==> config.mk <==
export PLATFORM = sky130hd
export DESIGN_NAME = uart_rx_ctrl
export DESIGN_NICKNAME = d
export VERILOG_FILES = /design/src/rtl/uart_rx_ctrl.sv
export SDC_FILE = /design/constraint.sdc
export NUM_CORES = 1
export LEC_CHECK = 0
export ABC_AREA = 1
export CAP_MARGIN = 20
export CELL_PAD_IN_SITES_DETAIL_PLACEMENT = 1
export CELL_PAD_IN_SITES_GLOBAL_PLACEMENT = 1
export CORE_MARGIN = 2
export CORE_UTILIZATION = 40
export CTS_CLUSTER_SIZE = 14
export DETAILED_ROUTE_END_ITERATION = 12
export GPL_TIMING_DRIVEN = 1
export PLACE_DENSITY = 0.78
export SYNTH_ARGS = -nofsm -noshare
export SYNTH_HDL_FRONTEND = slang
export SYNTH_SLANG_ARGS = --single-unit
export TNS_END_PERCENT = 30
==> constraint.sdc <==
create_clock -name CLK -period 3.96 [get_ports CLK]
set_input_delay 0.594 -clock CLK [delete_from_list [all_inputs] [get_ports CLK]]
set_output_delay 0.594 -clock CLK [all_outputs]
set_load 0.05 [all_outputs]
==> src/rtl/uart_rx_ctrl.sv <==
`default_nettype none
// ============================================================================
//  Module   : uart_rx_ctrl
//  Purpose  : UART receive controller. Detects the start bit, drives the
//             oversampling data sampler (enable + per-bit edge counter), and
//             assembles the data bits LSB-first from the sampler's
//             majority-voted sampled_bit. It checks the optional parity bit
//             and the stop bit, then reports the frame with single-cycle
//             pulses.
//  Ports    : CLK          - system clock, rising edge
//             RST          - synchronous active-high reset
//             RX_IN        - synchronised serial line, idle high
//             Prescale     - oversampling ratio (8 or 16)
//             PAR_EN       - frame carries a parity bit
//             PAR_TYP      - 0 even / 1 odd parity
//             sampled_bit  - majority-voted bit from the data sampler
//             dat_samp_en  - data sampler enable (high outside IDLE)
//             edge_cnt     - oversampling tick index within the current bit
//             P_DATA       - last cleanly received word
//             data_valid   - pulse: clean frame received
//             par_err      - pulse: parity mismatch
//             stp_err      - pulse: stop bit sampled low
//             strt_glitch  - pulse: start bit rejected
//  Revision : 1.0 - initial release
// ============================================================================
module uart_rx_ctrl #(
    parameter int DATA_WIDTH = 8
) (
    input  logic                  CLK,
    input  logic                  RST,
    input  logic                  RX_IN,
    input  logic [4:0]            Prescale,
    input  logic                  PAR_EN,
    input  logic                  PAR_TYP,
    input  logic                  sampled_bit,
    output logic                  dat_samp_en,
    output logic [4:0]            edge_cnt,
    output logic [DATA_WIDTH-1:0] P_DATA,
    output logic                  data_valid,
    output logic                  par_err,
    output logic                  stp_err,
    output logic                  strt_glitch
);

    typedef enum logic [2:0] {
        S_IDLE   = 3'd0,
        S_START  = 3'd1,
        S_DATA   = 3'd2,
        S_PARITY = 3'd3,
        S_STOP   = 3'd4
    } state_t;

    localparam logic [3:0] c_LAST_BIT = 4'(DATA_WIDTH - 1);

    state_t                r_state;
    logic [4:0]            r_edge_cnt;
    logic [4:0]            r_prescale;
    logic                  r_par_en;
    logic                  r_par_typ;
    logic [3:0]            r_bit_cnt;
    logic [DATA_WIDTH-1:0] r_shift;
    logic [DATA_WIDTH-1:0] r_p_data;
    logic                  r_par_mismatch;
    logic                  r_data_valid;
    logic                  r_par_err;
    logic                  r_stp_err;
    logic                  r_strt_glitch;

    // Frame settings are latched at start detect, so the bit-end tick uses
    // the latched ratio rather than the live input.
    logic w_bit_end;
    assign w_bit_end = (r_edge_cnt == (r_prescale - 5'd1));

    always_ff @(posedge CLK) begin
        if (RST) begin
            r_state        <= S_IDLE;
            r_edge_cnt     <= 5'd0;
            r_prescale     <= 5'd8;
            r_par_en       <= 1'b0;
            r_par_typ      <= 1'b0;
            r_bit_cnt      <= 4'd0;
            r_shift        <= '0;
            r_p_data       <= '0;
            r_par_mismatch <= 1'b0;
            r_data_valid   <= 1'b0;
            r_par_err      <= 1'b0;
            r_stp_err      <= 1'b0;
            r_strt_glitch  <= 1'b0;
        end else begin
            // Status outputs are single-cycle pulses.
            r_data_valid  <= 1'b0;
            r_par_err     <= 1'b0;
            r_stp_err     <= 1'b0;
            r_strt_glitch <= 1'b0;

            case (r_state)
                S_IDLE: begin
                    r_edge_cnt <= 5'd0;
                    if (!RX_IN) begin
                        r_prescale     <= Prescale;
                        r_par_en       <= PAR_EN;
                        r_par_typ      <= PAR_TYP;
                        r_par_mismatch <= 1'b0;
                        r_bit_cnt      <= 4'd0;
                        r_state        <= S_START;
                    end
                end
                default: begin
                    if (w_bit_end) begin
                        r_edge_cnt <= 5'd0;
                        case (r_state)
                            S_START: begin
                                if (sampled_bit) begin
                                    r_strt_glitch <= 1'b1;
                                    r_state       <= S_IDLE;
                                end else begin
                                    r_bit_cnt <= 4'd0;
                                    r_state   <= S_DATA;
                                end
                            end
                            S_DATA: begin
                                // Shift right from the top so the first bit
                                // received ends in bit 0.
                                r_shift   <= {sampled_bit, r_shift[DATA_WIDTH-1:1]};
                                r_bit_cnt <= r_bit_cnt + 4'd1;
                                if (r_bit_cnt == c_LAST_BIT) begin
                                    r_state <= r_par_en ? S_PARITY : S_STOP;
                                end
                            end
                            S_PARITY: begin
                                r_par_mismatch <= sampled_bit != ((^r_shift) ^ r_par_typ);
                                r_state        <= S_STOP;
                            end
                            S_STOP: begin
                                r_state <= S_IDLE;
                                if (sampled_bit && !r_par_mismatch) begin
                                    r_data_valid <= 1'b1;
                                    r_p_data     <= r_shift;
                                end else begin
                                    r_stp_err <= ~sampled_bit;
                                    r_par_err <= r_par_mismatch;
                                end
                            end
                            default: r_state <= S_IDLE;
                        endcase
                    end else begin
                        r_edge_cnt <= r_edge_cnt + 5'd1;
                    end
                end
            endcase
        end
    end

    assign dat_samp_en = (r_state != S_IDLE);
    assign edge_cnt    = r_edge_cnt;
    assign P_DATA      = r_p_data;
    assign data_valid  = r_data_valid;
    assign par_err     = r_par_err;
    assign stp_err     = r_stp_err;
    assign strt_glitch = r_strt_glitch;

endmodule
`default_nettype wire

==> impl_metrics.tcl <==
set metrics [dict create \
    top_level_ports 29 \
    finalPower_mw 1.60 \
    syn-cell-area_sq_um 1970 \
    reg2reg_depth 14 \
    antenna_cells 0 \
    synthDistinctLibCells 29 \
    wl_per_cell_microns 13.2 \
    die_w_microns 74.3 \
    post_cts_buffers 0 \
    max_freq_ghz 0.408 \
    tightest_slew_ns 0.775 \
    dp_slack_ns 1.58 \
    crit_buf_inv 3 \
    cp_num_cells 5 \
    synthArstFlopShare 0 \
    final_nets 332 \
    rrSetupSlack_ns 1.91 \
    initial_core_util 0.415 \
    synthFlopType "dfxtp_1" \
    clockRootBuffer "clkbuf_8" \
    clkTransAtPathRegs_ns 0.08 \
    num_vias 1867 \
    floorplan.die.height_microns 74.3 \
    drv_cap 0 \
    crit_path_end_kind "primary output" \
    syn_inst 289 \
    synth_area_leader_cell "dfxtp_1" \
    finalWorstSetupSlack_ns 1.51 \
    portBuffers 28 \
    overflow 0 \
    final_util 0.511 \
    synth_top_area_share 0.406 \
    whs_ns 0.489 \
    fp.coreArea_sq_um 4750 \
    hold_buffers 0 \
    cts_buffers 5 \
    syn_nets 303 \
    ant_nets 0 \
    antenna_found_initial 0 \
    die_area_sq_um 5510 \
    cts_htree_levels 2 \
    viasPerCell 4.84 \
    setup-tns-final_ns 0 \
    path_cells "nor2_1 -> inv_1 -> nor2_2 -> inv_2 -> clkdlybuf4s50_1" \
    power-per-cell-area_nw_per_um2 660 \
    fin_crit_sh 0.619 \
    ys_seq_area_frac 0.406 \
    crit_end "dat_samp_en" \
    syn_area_per_cell_sq_um 6.83 \
    synth_edf_count 0 \
    crit_required_ns 3.37 \
    drive_gt1_frac 0.107 \
    outcome "finished, final reports clean" \
    max_stage_delay_ns 0.82 \
    yosysWarnings 0 \
    worst_skew_pair.late_latency_ns 0.30 \
    min_period_ns 2.45 \
    ys_top_cells_by_count "72 x nand2_1, 47 x nor2_1, 40 x dfxtp_1, 26 x inv_1, 22 x nand3_1" \
    gp_congestion 0.799 \
    synthMostInstantiatedCell "nand2_1" \
    fin_worst_skew_ns 0.00731 \
    crit_family "buffers and inverters" \
    grt_pass1_vias 1798 \
    min_path_type "flip-flop to flip-flop" \
    cts_max_path_buffers 2 \
    cts.sinks 40 \
    first_pass_iters 4 \
    synth-seq-cells 40 \
    finalWirelength_mm 5.09 \
    maxSlewHeadroom 0.483 \
    rsz0062_at_grt "false" \
    cp_slowest_cell "clkdlybuf4s50_1" \
    synth_area_leaders "dfxtp_1 41%, nand2_1 14%, nor2_1 8.9%" \
    syn_to_final_growth_pct 23.1 \
    worstSetupStartpointType "flip-flop" \
    critPathKind "flip-flop to primary output" \
    grt_pass1_wl_mm 8.47 \
    crit_fanout 5 \
    finalHoldViolCount 0 \
    dpl.hpwl_mm 3.78 \
    cts_resized 0 \
    grt_start_max_net_pins 24 \
    leakage_nw 1.09 \
    core.rowCount 25 \
    crit_arrival_ns 1.86 \
    rr_endpoint "P_DATA[0]" \
    drt_iter0_drc 90 \
    slew_violations 0 \
    setup_violations 0 \
    startpoint "r_state[0]" \
    route.detailed.drc 0 \
    grt_use_total 0.207 \
    cts_tree "built" \
    peakVddDrop_mv 0.560 \
    r2r_start "r_prescale[0]" \
]
[worst min-delay path by stage]
stage,start,end,cells after the start
finish,r_par_mismatch,par_err,2
global route,r_prescale[1],r_prescale[1],2
CTS,r_par_mismatch,par_err,2
detailed placement,r_par_mismatch,par_err,2
global placement,r_par_mismatch,par_err,2
floorplan,r_par_mismatch,par_err,2
[state kept, by name, indices dropped and copies added, names as in the netlist]
register,count
P_DATA,8
data_valid,1
edge_cnt,5
par_err,1
r_bit_cnt,4
r_par_en,1
r_par_mismatch,1
r_par_typ,1
r_prescale,5
r_shift,8
r_state,3
stp_err,1
strt_glitch,1
[metal layers]
layer  vias to the layer above  share of wire  wire length, microns  track usage
li1                        958              -                     -            -
met1                       875           0.50                  2530        0.276
met3                         8          0.026                   133       0.0366
met4                         0          0.016                    79       0.0774
met5                         -              0                     0            0
met2                        26           0.46                  2350        0.337
[final cells by class]
class,instances,area (sq um)
Multi-Input combinational cell,206,998
Inverter,37,140
Clock inverter,1,30.0
Tap cell,67,83.8
Timing Repair Buffer,28,280
Sequential cell,40,801
Fill cell,642,2320
Clock buffer,7,96.3
[where the power goes]
group          internal [mW]  switching, mW
combinational          0.211          0.481
sequential             0.473         0.0685
clock                  0.222          0.147
[kinds of logic (layout without fill, tap and decap cells)]
kind of cell               after synthesis  in the layout  synth area share
DFF                                     40             40             0.406
xor gates and xnor gates                 9              9            0.0399
buffers and inverters                   43             73            0.0887
AOI/OAI and AO/OA                       32             32            0.0824
and+or+nand+nor                        162            162             0.364
adders and majority gates                3              3            0.0190
[layout by cell type, fill, tap and decap left out]
cell type         n
nor2_4            2
clkdlybuf4s50_1  28
dfxtp_1          40
nor3_2            1
nand3_1          22
clkbuf_8          7
nand2b_1          2
bufinv_16         1
nor2_2            2
or2_2             3
ha_1              3
nand2_1          72
nand4_1           1
nand2_2           5
o21ai_1           1
inv_1            26
nand2_4           1
o21ai_0           9
a21oi_1          21
inv_2            10
xnor2_1           4
nor2_1           47
clkinv_2          1
nand3b_1          2
nand3_4           1
xor2_1            5
o211ai_1          1
nor3_1            1
[worst min-delay path: cells and delay by family, from the launching register on]
kind | cells | cell delay (ns)
DFF | 1 | 0.34
buffers and inverters | 1 | 0.06
and+or+nand+nor | 1 | 0.04
[per-stage QoR]
stage	std cells	cell area, sq um
final	386	2430
after CTS	386	2430
after detailed placement	378	2300
after global placement	378	2300
after floorplan	289	1970
after global routing	386	2430
No activity file was read; power rests on OpenSTA's default activity.
